File: src/rtl/clk_div_bank.sv
// Synchronous clock-enable bank: binary-ratio square waves and strobes from one free-running
// counter, a masked AND of the selected stages, and one programmable divide-by-N channel.
module clk_div_bank #(
  parameter int unsigned Stages     = 4,
  parameter int unsigned DivW       = 8,
  parameter int unsigned DefaultDiv = 10
) (
  input  logic              clk_i,
  input  logic              reset_i,
  input  logic              en_i,
  input  logic [Stages-1:0] mask_i,
  input  logic [DivW-1:0]   div_val_i,
  input  logic              load_i,
  output logic [Stages-1:0] div_out_o,
  output logic [Stages-1:0] div_tick_o,
  output logic              y_o,
  output logic              pdiv_out_o,
  output logic              pdiv_tick_o,
  output logic              busy_o
);

  logic [Stages-1:0] cnt_q, cnt_d;
  logic [Stages-1:0] tick_q, tick_d;
  logic              y_q, y_d;
  logic [DivW-1:0]   pcnt_q, pcnt_d;
  logic [DivW-1:0]   n_q, n_d;
  logic [DivW-1:0]   pend_q, pend_d;
  logic              busy_q, busy_d;
  logic              pdiv_q, pdiv_d;
  logic              ptick_q, ptick_d;
  logic              wrap;

  always_comb begin
    cnt_d  = en_i ? cnt_q + Stages'(1) : cnt_q;
    tick_d = en_i ? (cnt_d & ~cnt_q) : '0;
    // y follows the same registered count as div_out, so it only moves on enabled edges.
    y_d    = en_i ? ((mask_i != '0) && ((cnt_d & mask_i) == mask_i)) : y_q;

    wrap   = en_i && (pcnt_q == n_q - DivW'(1));
    pcnt_d = pcnt_q;
    n_d    = n_q;
    busy_d = busy_q;
    pend_d = pend_q;
    if (wrap) begin
      pcnt_d = '0;
      if (busy_q) begin
        n_d    = pend_q;
        busy_d = 1'b0;
      end
    end else if (en_i) begin
      pcnt_d = pcnt_q + DivW'(1);
    end
    // A load on the wrap edge lands after the swap above, so it waits for the next wrap.
    if (load_i) begin
      pend_d = (div_val_i < DivW'(2)) ? DivW'(2) : div_val_i;
      busy_d = 1'b1;
    end

    pdiv_d  = (pcnt_d >= (n_d >> 1));
    ptick_d = en_i && (pcnt_d == (n_d >> 1));
  end

  always_ff @(posedge clk_i) begin
    if (reset_i) begin
      cnt_q   <= '0;
      tick_q  <= '0;
      y_q     <= 1'b0;
      pcnt_q  <= '0;
      n_q     <= DivW'(DefaultDiv);
      pend_q  <= '0;
      busy_q  <= 1'b0;
      pdiv_q  <= 1'b0;
      ptick_q <= 1'b0;
    end else begin
      cnt_q   <= cnt_d;
      tick_q  <= tick_d;
      y_q     <= y_d;
      pcnt_q  <= pcnt_d;
      n_q     <= n_d;
      pend_q  <= pend_d;
      busy_q  <= busy_d;
      pdiv_q  <= pdiv_d;
      ptick_q <= ptick_d;
    end
  end

  assign div_out_o   = cnt_q;
  assign div_tick_o  = tick_q;
  assign y_o         = y_q;
  assign pdiv_out_o  = pdiv_q;
  assign pdiv_tick_o = ptick_q;
  assign busy_o      = busy_q;

endmodule

File: config.mk
export PLATFORM = sky130hd
export DESIGN_NAME = clk_div_bank
export DESIGN_NICKNAME = d
export VERILOG_FILES = /design/src/rtl/clk_div_bank.sv
export SDC_FILE = /design/constraint.sdc
export NUM_CORES = 1
export LEC_CHECK = 0
export CAP_MARGIN = 40
export CORE_MARGIN = 2
export CORE_UTILIZATION = 45
export DETAILED_ROUTE_END_ITERATION = 10
export GPL_ROUTABILITY_DRIVEN = 0
export PLACE_DENSITY = 0.75
export SETUP_SLACK_MARGIN = 0.05
export SLEW_MARGIN = 20
export SYNTH_ARGS = -nofsm -noshare
export SYNTH_HDL_FRONTEND = slang
export SYNTH_SLANG_ARGS = --single-unit
File: constraint.sdc
create_clock -name clk_i -period 5.4 [get_ports clk_i]
set_clock_uncertainty 0.05 [all_clocks]
set_input_delay 1.35 -clock clk_i [delete_from_list [all_inputs] [get_ports clk_i]]
set_output_delay 1.35 -clock clk_i [all_outputs]
set_load 0.02 [all_outputs]
==> impl_results.md <==
- Final cell count without fillers: 296
- Setup crit start kind: input pin
- First-pass GRT wire length: 7080 um
- CORE AREA: 4320 um2
- RSZ-0062 raised after global routing: no
- Yosys reg bits: 36
- Sequential power share: 0.548
- Dpl ws: 1.21 ns
- Final Hold Viols: 0
- Syn_nets: 245
- CP Capture Type: flop
- R2r setup slk: 2.03 ns
- Crit path buf inv count: 3
- VDD IR max: 0.166 mV
- Final WS setup: 1.52 ns
- Worst-path clk slew: 0.06 ns
- Grt ovf: 0
- Hold slack final: 0.418 ns
- Critical-path top delay cell: clkdlybuf4s50_1
- Setup TNS: 0 ns
- Final Power: 518 uW
- Yosys cell types: 40
- Crit path largest cell delay: 0.46 ns
- Area growth syn-to-layout: 19.0%
- LEAKAGE: 0.924 nW
- Fmax: 257 MHz
- Pwr dens: 217 nW/um2
- Synth warn: 0
- CP max FO: 14
- CP Cell Sequence: clkdlybuf4s50_1 -> buf_4 -> nand4_1 -> a2111oi_4 -> buf_4 -> mux2i_1 -> ha_1 -> a21o_1 -> a21oi_1 -> o221a_2 -> o22ai_1
- Post-CTS sizing: 0
- Final design utilization: 0.552
- Switching Share: 0.240
- Placed Cells incl. Taps: 291
- Critical Path RT: 5.48 ns
- WS Path Type: input pin to flop
- Cell with the most instances after synthesis: dfxtp_1
- Number of vias per cell: 5.29
- Worst-margin pin slew: 0.586 ns
- Worst-Skew Late Latency: 0.28 ns
- Syn Inst Count: 218
- Total number of vias: 1565
- Initial antenna violation count: 0
- Endpoints failing setup: 0
- Post-synth EDFFs: 0
- Status: finished clean
- Top Ports: 28
- Post-Syn Area: 2010 um2
- Top FF cell, synth: dfxtp_1
- Yosys top cell area share: 0.359
- Final Max Tran Viols: 0
- Relative max-transition margin: 0.608
- 1st-iter DRT viols: 32
- Largest delay share family, worst path: buffers and inverters
- Mean post-synth cell area: 9.20 um2
- Asr flop ratio synth: 0
- Die H: 70.8 um
- # DRC: 0
- Internal power: 394 uW
- Part of the power in the clock network: 0.320
- Post-DRT Antenna Nets: 0
- Crit path top cell by count: buf_4
- Register area share after synthesis: 0.359
- Top post-synthesis cells by area: dfxtp_1 (36%), mux2i_1 (12%), ha_1 (6.9%)
- I/O Buffers: 27
- Routed wire length: 4020 um
- Tcrit/Tclk final: 0.719
- Dpl hpwl: 3090 um
- Post-Layout Inst Area: 2390 um2
- Largest net degree at the start of global routing: 25
- CTS tree: done
- CTS max path bufs: 2
- GRT Overall Usage: 0.174
- Post-synth top cells: dfxtp_1 (36), nor2_1 (29), mux2i_1 (24), nand2b_1 (18), nor3_1 (14)
- Total die area: 5010 um2
- Initial Util: 0.464
- Tightest Hold Check Type: flop to flop
- P_sw: 124 uW
- Vias in the first global route: 1557
- Clock root cell: clkbuf_8
- Share of post-route cells with drive strength above 1: 0.0615
- Number of core rows: 24
- H-tree lvl count: 2
- Cts bufs inserted: 5
- Worst path arrival time: 3.97 ns
- Clock Sinks: 36
- Postcts setup bufs: 0
- Nets@finish: 273
- # hold bufs at CTS: 0
- Top cell type by total area after synthesis: dfxtp_1
- Maximum capacitance violations: 0
- DP Area: 2320 um2
- Fin crit period: 3.88 ns
- Die W: 70.8 um
- TritonRoute pass-1 iters: 4
- Logic gate share of total power: 0.132
- Wire per inst: 13.6 um
- N_diodes: 0
[worst paths after layout]
check | start | endpoint | cells past startpoint
setup reg to reg | n_q[0] | pdiv_out_o | 13
setup / recovery | en_i | pdiv_out_o | 11
hold / removal | div_out_o[3] | div_tick_o[3] | 1
hold reg to reg | div_out_o[3] | div_tick_o[3] | 1
[state kept, by name, indices dropped and copies added, names as in the netlist]
name         count
pdiv_tick_o      1
pcnt_q           8
div_out_o        4
pdiv_out_o       1
div_tick_o       4
busy_o           1
n_q              8
pend_q           8
y_o              1
[logic make-up after synthesis]
logic type,count (synthesis),synth area share
multiplexers,25,0.125
AND/OR/NAND/NOR,90,0.235
adder cells (fa/ha/maj),11,0.0686
flip-flops,36,0.359
XOR/XNOR,20,0.0873
AO/OA/AOI/OAI,18,0.0823
buffers and inverters,18,0.0418
[per-layer routing]
layer,global-route usage,part of all wire
met1,0.232,0.49
met2,0.286,0.46
met3,0.0399,0.036
met4,0.0440,0.0085
met5,0,0
[final cells by class]
class | count | area [um2]
clock buffers | 5 | 68.8
fillers | 398 | 1940
inverters | 8 | 30.0
multi-input cells | 164 | 1200
flip-flops and latches | 36 | 721
well taps | 52 | 65.1
repair buffers | 31 | 300
[placed cells by master (no fill, tap or decap), drive strengths merged, types with 4 or more instances in the layout]
| master | synthesis | routed |
|---|---|---|
| buf | 6 | 4 |
| clkbuf | 4 | 5 |
| clkdlybuf4s50 | 0 | 27 |
| dfxtp | 36 | 36 |
| ha | 11 | 11 |
| inv | 8 | 8 |
| mux2i | 24 | 24 |
| nand2 | 8 | 8 |
| nand2b | 18 | 18 |
| nand3 | 4 | 4 |
| nand4 | 5 | 5 |
| nor2 | 29 | 29 |
| nor3 | 14 | 14 |
| nor3b | 4 | 4 |
| xnor2 | 10 | 10 |
| xor2 | 10 | 10 |
[power by group through the flow]
stage	registers, mW	clock network (mW)	logic, mW
after global placement	0.290	0	0.0673
after floorplan	0.291	0	0.0371
after CTS	0.284	0.171	0.0686
after detailed placement	0.290	0	0.0681
final	0.284	0.166	0.0682
after global routing	0.285	0.181	0.0766
No activity file was read; power rests on OpenSTA's default activity.
